[src/rtl/fp16_acc_pkg.sv]
// Shared FP16 field layout, fixed-point output format and controller state
// encoding for the FP16 -> Q.8 conversion blocks.
package fp16_acc_pkg;

  localparam int unsigned EXP_W    = 5;
  localparam int unsigned MAN_W    = 10;
  localparam int unsigned EXP_BIAS = 15;
  localparam int unsigned EXP_MAX  = 31;
  localparam int unsigned FRAC_OUT = 8;

  // Exponent at which the implicit-one significand needs no shift to land
  // with FRAC_OUT fraction bits: EXP_BIAS + MAN_W - FRAC_OUT.
  localparam int unsigned FIX_POINT = EXP_BIAS + MAN_W - FRAC_OUT;

  typedef enum logic [1:0] {
    S_IDLE,
    S_RUN,
    S_DRAIN,
    S_DONE
  } state_t;

endpackage

[src/rtl/fp16_fix8_cvt.sv]
// Combinational FP16 -> signed fixed point (8 fraction bits) converter.
// Zero/denormal inputs give 0; NaN/Inf give all-ones and flag exc.
module fp16_fix8_cvt
  import fp16_acc_pkg::*;
(
  input  logic [15:0] fp,
  output logic [15:0] fix,
  output logic        exc
);

  logic             sign;
  logic [EXP_W-1:0] exp_f;
  logic [15:0]      sig;
  logic [15:0]      mag;

  always_comb begin
    sign  = fp[15];
    exp_f = fp[14:10];
    sig   = 16'({1'b1, fp[MAN_W-1:0]});
    mag   = '0;
    fix   = '0;
    exc   = 1'b0;
    if (exp_f == '0) begin
      fix = '0;
    end else if (exp_f == EXP_W'(EXP_MAX)) begin
      fix = '1;
      exc = 1'b1;
    end else begin
      // Shifting inside 16 bits performs the required truncation.
      if (exp_f >= EXP_W'(FIX_POINT))
        mag = sig << (exp_f - EXP_W'(FIX_POINT));
      else
        mag = sig >> (EXP_W'(FIX_POINT) - exp_f);
      fix = sign ? (~mag + 16'd1) : mag;
    end
  end

endmodule

[src/rtl/fp16_fix_conv_ctrl.sv]
// Job controller: streams len FP16 words from the source port, converts each
// to Q.8 and writes it to the destination port through a 2-entry result FIFO.
module fp16_fix_conv_ctrl
  import fp16_acc_pkg::*;
#(
  parameter int AW = 12
) (
  input  logic          clk,
  input  logic          rst_n,
  input  logic          cfg_start,
  input  logic          cfg_abort,
  input  logic [AW-1:0] cfg_src_base,
  input  logic [AW-1:0] cfg_dst_base,
  input  logic [AW-1:0] cfg_len,
  output logic          busy,
  output logic          done,
  output logic [AW-1:0] exc_cnt,
  output logic          src_req,
  output logic [AW-1:0] src_addr,
  input  logic [15:0]   src_rdata,
  output logic          dst_we,
  output logic [AW-1:0] dst_addr,
  output logic [15:0]   dst_wdata,
  input  logic          dst_ready
);

  state_t        state, state_nxt;
  logic [AW-1:0] src_base, dst_base, len_q, rd_idx, wr_cnt;
  logic          inflight;
  logic          accept_start, abort_job, push, pop, last_read, last_write;
  logic [15:0]   fifo_mem [2];
  logic          wr_ptr, rd_ptr;
  logic [1:0]    fifo_cnt;
  logic [2:0]    occ;
  logic [15:0]   cvt_fix;
  logic          cvt_exc;

  fp16_fix8_cvt u_cvt (
    .fp  (src_rdata),
    .fix (cvt_fix),
    .exc (cvt_exc)
  );

  assign abort_job    = cfg_abort && (state != S_IDLE);
  assign accept_start = cfg_start && !cfg_abort && (state == S_IDLE);
  assign push         = inflight && !abort_job;
  assign dst_we       = (fifo_cnt != 2'd0);
  assign pop          = dst_we && dst_ready;
  // Slot being vacated this cycle counts as free, giving 1 element/cycle.
  assign occ          = 3'(fifo_cnt) + 3'(inflight) - 3'(pop);
  assign src_req      = (state == S_RUN) && (rd_idx != len_q) && (occ < 3'd2);
  assign src_addr     = src_base + rd_idx;
  assign dst_addr     = dst_base + wr_cnt;
  assign dst_wdata    = fifo_mem[rd_ptr];
  assign last_read    = src_req && (rd_idx == len_q - AW'(1));
  assign last_write   = pop && (wr_cnt == len_q - AW'(1));
  assign busy         = (state == S_RUN) || (state == S_DRAIN);
  assign done         = (state == S_DONE) && !cfg_abort;

  always_ff @(posedge clk or negedge rst_n) begin
    if (!rst_n) state <= S_IDLE;
    else        state <= state_nxt;
  end

  always_comb begin
    state_nxt = state;
    case (state)
      S_IDLE:  if (accept_start) state_nxt = (cfg_len != '0) ? S_RUN : S_DONE;
      S_RUN:   if (last_read) state_nxt = S_DRAIN;
      S_DRAIN: if (last_write) state_nxt = S_DONE;
      S_DONE:  state_nxt = S_IDLE;
      default: state_nxt = S_IDLE;
    endcase
    if (abort_job) state_nxt = S_IDLE;
  end

  always_ff @(posedge clk or negedge rst_n) begin
    if (!rst_n) begin
      src_base    <= '0;
      dst_base    <= '0;
      len_q       <= '0;
      rd_idx      <= '0;
      wr_cnt      <= '0;
      exc_cnt     <= '0;
      inflight    <= 1'b0;
      wr_ptr      <= 1'b0;
      rd_ptr      <= 1'b0;
      fifo_cnt    <= '0;
      fifo_mem[0] <= '0;
      fifo_mem[1] <= '0;
    end else begin
      if (accept_start) begin
        src_base <= cfg_src_base;
        dst_base <= cfg_dst_base;
        len_q    <= cfg_len;
        rd_idx   <= '0;
        wr_cnt   <= '0;
        exc_cnt  <= '0;
      end else begin
        if (src_req) rd_idx <= rd_idx + AW'(1);
        if (pop)     wr_cnt <= wr_cnt + AW'(1);
      end
      inflight <= src_req && !abort_job;
      if (abort_job) begin
        fifo_cnt <= '0;
        wr_ptr   <= 1'b0;
        rd_ptr   <= 1'b0;
      end else begin
        if (push) begin
          fifo_mem[wr_ptr] <= cvt_fix;
          wr_ptr           <= ~wr_ptr;
          if (cvt_exc && (exc_cnt != '1)) exc_cnt <= exc_cnt + AW'(1);
        end
        if (pop) rd_ptr <= ~rd_ptr;
        fifo_cnt <= fifo_cnt + 2'(push) - 2'(pop);
      end
    end
  end

endmodule

[config.mk]
export PLATFORM = sky130hd
export DESIGN_NAME = fp16_fix_conv_ctrl
export DESIGN_NICKNAME = d
export VERILOG_FILES = /design/src/rtl/fp16_acc_pkg.sv /design/src/rtl/fp16_fix8_cvt.sv /design/src/rtl/fp16_fix_conv_ctrl.sv
export SDC_FILE = /design/constraint.sdc
export NUM_CORES = 1
export LEC_CHECK = 0
export CAP_MARGIN = 10
export CORE_MARGIN = 1
export CORE_UTILIZATION = 57
export CTS_CLUSTER_DIAMETER = 200
export DETAILED_ROUTE_END_ITERATION = 16
export HOLD_SLACK_MARGIN = 0.1
export PLACE_DENSITY = 0.82
export SLEW_MARGIN = 30
export SYNTH_ARGS = -nofsm -noshare
export SYNTH_HDL_FRONTEND = slang
export SYNTH_SLANG_ARGS = --single-unit
export TNS_END_PERCENT = 30
[constraint.sdc]
create_clock -name clk -period 3.5 [get_ports clk]
set_input_delay 0.7 -clock clk [delete_from_list [all_inputs] [get_ports clk]]
set_output_delay 0.7 -clock clk [all_outputs]
set_load 0.05 [all_outputs]
==> flow_metrics.env <==
export IMPL_io_buffer_count=112
export IMPL_routed_wl_um=25600
export IMPL_yosys_warnings=0
export IMPL_num_antenna_cells=0
export IMPL_finClkSkew_ns=0.009160
export IMPL_setup_viol=1
export IMPL_drc_errors=0
export IMPL_finalSetupTns_ns=-0.03960
export IMPL_period_share_pct=101.1
export IMPL_drv_cap=0
export IMPL_final_cells=1394
export IMPL_ir_drop_mv=0.4211
export IMPL_async_reset_ff_share_pct=100.0
export IMPL_dp_hpwl_um=18270
export IMPL_drtIter0Drc=517
export IMPL_dieArea_sq_um=15280
export IMPL_synth_compound_area_share_pct=16.43
export IMPL_row_count=44
export IMPL_syn_nets=1081
export IMPL_r2r_end="state[1]"
export IMPL_synth_area_sq_um=8431
export IMPL_synth_area_mux_share_pct=8.964
export IMPL_cellPowerDensity_nw_per_um2=737.7
export IMPL_setup_slack_ns=-0.03960
export IMPL_dp_cells=1360
export IMPL_p_total_mw=8.460
export IMPL_rsz0062_at_grt="yes"
export IMPL_synthSimpleGateAreaFrac_pct=21.34
export IMPL_grt_pass1_vias=8224
export IMPL_status="complete, but fails checks"
export IMPL_grt_pass1_wl_um=39520
export IMPL_ant_nets=0
export IMPL_synthAdderAreaFrac_pct=6.471
export IMPL_grt_usage_pct=33.43
export IMPL_fin_nets=1303
export IMPL_die_y_um=123.6
export IMPL_dpl_instance_area_sq_um=10720
export IMPL_clk_pin_slew_ns=0.08
export IMPL_synth_xor_area_share_pct=9.647
export IMPL_design_area_sq_um=11470
export IMPL_startpoint="rd_idx[0]"
export IMPL_synth_edf_count=0
export IMPL_io_pins=113
export IMPL_gp_congestion=0.9222
export IMPL_grt_max_degree=63
export IMPL_clock_sinks=111
export IMPL_drt_first_pass_iters=5
export IMPL_synth_top_area_share_pct=32.95
export IMPL_worst_pin_slew_ns=0.7309
export IMPL_clock_latency_ns=0.36
export IMPL_crit_type="reg -> out"
export IMPL_synth_commonest_cells="nand2_1 (189), dfrtp_1 (111), nor2_1 (60), xnor2_1 (49)"
export IMPL_fin_crit_ns=3.540
export IMPL_cp_arrival_ns=2.84
export IMPL_synthDistinctLibCells=79
export IMPL_slew_headroom_pct=50.82
export IMPL_final_hold_viol_count=0
export IMPL_initial_utilization_pct=58.23
export IMPL_crit_end="src_addr[10]"
export IMPL_avgViaCountPerCell=6.042
export IMPL_worstPathRequired_ns=2.80
export IMPL_syn_to_final_growth_pct=36.03
export IMPL_clockRootBuffer="clkbuf_16"
export IMPL_ff2ff_setup_slack_ns=0.27
export IMPL_violations="negative setup slack"
export IMPL_synth_area_per_cell_sq_um=8.576
export IMPL_core_sq_um=14480
export IMPL_maxSlewViolCount=0
export IMPL_synth_ff_type="dfrtp_1"
export IMPL_netlist_instances=983
export IMPL_synth_top_area_cell="dfrtp_1"
export IMPL_die_w_um=123.6
export IMPL_ys_seq_area_share_pct=32.95
export IMPL_cts_buffers=9
export IMPL_h_tree_depth=3
export IMPL_hp_class="in -> async"
export IMPL_reg2reg_depth=11
export IMPL_synth_most_common_cell="nand2_1"
export IMPL_synth_top_family_by_area="simple AND/OR/NAND/NOR gates"
export IMPL_ys_seq_elements=111
export IMPL_synth_area_leaders="dfrtp_1 (33%), nand2_1 (8.4%), ha_1 (5.6%)"
export IMPL_drive_gt1_share_pct=23.55
export IMPL_via_count=8423
export IMPL_cellLeakagePower_nw=5.303
export IMPL_cts_buffer_depth=2
export IMPL_r2r_start="len_q[0]"
export IMPL_antenna_found_initial=0
export IMPL_crit_path_end_kind="primary output"
export IMPL_critical_path_peak_fanout=3
export IMPL_fmax_ghz=0.2825
export IMPL_grt_ovfl_total=0
export IMPL_cts_tree="built"
export IMPL_cp_start_kind="flip-flop"
export IMPL_wl_per_cell_um=18.37
kinds of logic after synthesis:
logic type,after synthesis
AO/OA/AOI/OAI,210
XOR/XNOR,85
adder cells (fa/ha/maj),42
buffers and inverters,92
flip-flops,111
multiplexers,56
AND/OR/NAND/NOR,387
cell usage in the layout (no fill, tap or decap), types with 5 or more instances in the layout:
| master | synthesis | layout |
|---|---|---|
| mux4_2 | 13 | 13 |
| xor2_1 | 31 | 29 |
| buf_12 | 0 | 11 |
| xnor3_1 | 5 | 5 |
| clkbuf_16 | 0 | 11 |
| mux2_2 | 25 | 26 |
| o21ai_1 | 32 | 28 |
| o211ai_1 | 6 | 6 |
| or3_1 | 10 | 10 |
| a21oi_1 | 42 | 35 |
| nand4_1 | 12 | 12 |
| nor4_1 | 8 | 8 |
| o22ai_1 | 5 | 5 |
| dlygate4sd2_1 | 0 | 6 |
| ha_1 | 38 | 31 |
| dfrtp_1 | 111 | 108 |
| and3_1 | 12 | 12 |
| and2_1 | 7 | 6 |
| nand3_1 | 28 | 26 |
| nor2_1 | 60 | 60 |
| nor2b_1 | 10 | 7 |
| a21o_1 | 10 | 10 |
| buf_4 | 0 | 146 |
| o221a_1 | 6 | 6 |
| xnor2_1 | 49 | 49 |
| nand2_1 | 189 | 189 |
| inv_1 | 42 | 39 |
| o31ai_1 | 8 | 7 |
| mux2i_1 | 17 | 16 |
| o21a_1 | 10 | 10 |
| clkdlybuf4s50_1 | 0 | 83 |
| o21ai_2 | 0 | 7 |
| nor3_1 | 20 | 20 |
| a21oi_2 | 0 | 7 |
| dlymetal6s2s_1 | 0 | 7 |
| o21ai_0 | 33 | 30 |
| a31oi_1 | 7 | 7 |
routing by layer:
metal	track usage [%]	wire length [um]
met4	13.25	858
met1	39.68	10100
met5	0	0
met3	5.174	1289
met2	60.24	13360
per-stage QoR:
| step | setup WS, ns | hold WS (ns) | utilization (%) |
|---|---|---|---|
| after floorplan | -0.2671 | 0.4044 | - |
| after global placement | -0.6059 | 0.4564 | 74.04 |
| after detailed placement | -0.7020 | 0.4669 | 74.04 |
| after CTS | -0.04325 | 0.3847 | 76.84 |
| after global routing | -0.1510 | 0.4146 | 79.21 |
| final | -0.03960 | 0.3569 | 79.21 |
layout make-up:
class / count / area, sq um
sequential: 111 / 2781
clock buffer: 9 / 225.2
multi-input combinational: 780 / 5573
timing repair buffer: 258 / 2369
inverter: 45 / 175.2
tap: 184 / 230.2
clock inverter: 7 / 115.1
fill: 955 / 3010
worst max-delay path, cell delays in order (launching register included):
cell and delay (ns):
dfrtp_1 0.42, ha_2 0.21, inv_2 0.06, fa_2 0.21
nor2b_2 0.06, o21ai_2 0.22, a21boi_2 0.11, o21ai_2 0.20
a21oi_2 0.08, o21a_1 0.22, o21a_1 0.21, o211ai_1 0.25
clkbuf_16 0.22
how the worst min path moves through the flow:
| stage | to | depth (start not counted) | startpoint | slack, ns |
|---|---|---|---|---|
| 3_5_place_dp | fifo_mem[2] | 2 | fifo_mem[2] | 0.47 |
| 5_1_grt | dst_base[7] | 1 | rst_n | 0.41 |
| 4_1_cts | dst_base[9] | 1 | rst_n | 0.38 |
| 6_report | dst_base[7] | 1 | rst_n | 0.36 |
| 2_1_floorplan | dst_base[0] | 0 | rst_n | 0.40 |
| 3_3_place_gp | fifo_mem[14] | 2 | fifo_mem[14] | 0.46 |
state kept, by name (all words and copies together) (netlist names), 2 cells and up:
signal    cells
rd_idx       12
exc_cnt      12
wr_cnt       12
fifo_cnt      2
state         2
fifo_mem     32
dst_base     12
src_base     12
len_q        12
power breakdown:
part | switching, mW | internal [mW] | total (mW)
registers | 0.398 | 1.70 | 2.10
logic | 2.98 | 2.19 | 5.18
clock network | 0.542 | 0.646 | 1.19
total | 3.92 | 4.54 | 8.46
repair_timing:
item	4_1_cts	5_1_grt
pin swaps	5	30
setup buffers	2	15
resized for setup	21	57
setup endpoints to repair	31	31
hold buffers	0	0
gates cloned	0	1
No activity file was read; power rests on OpenSTA's default activity.
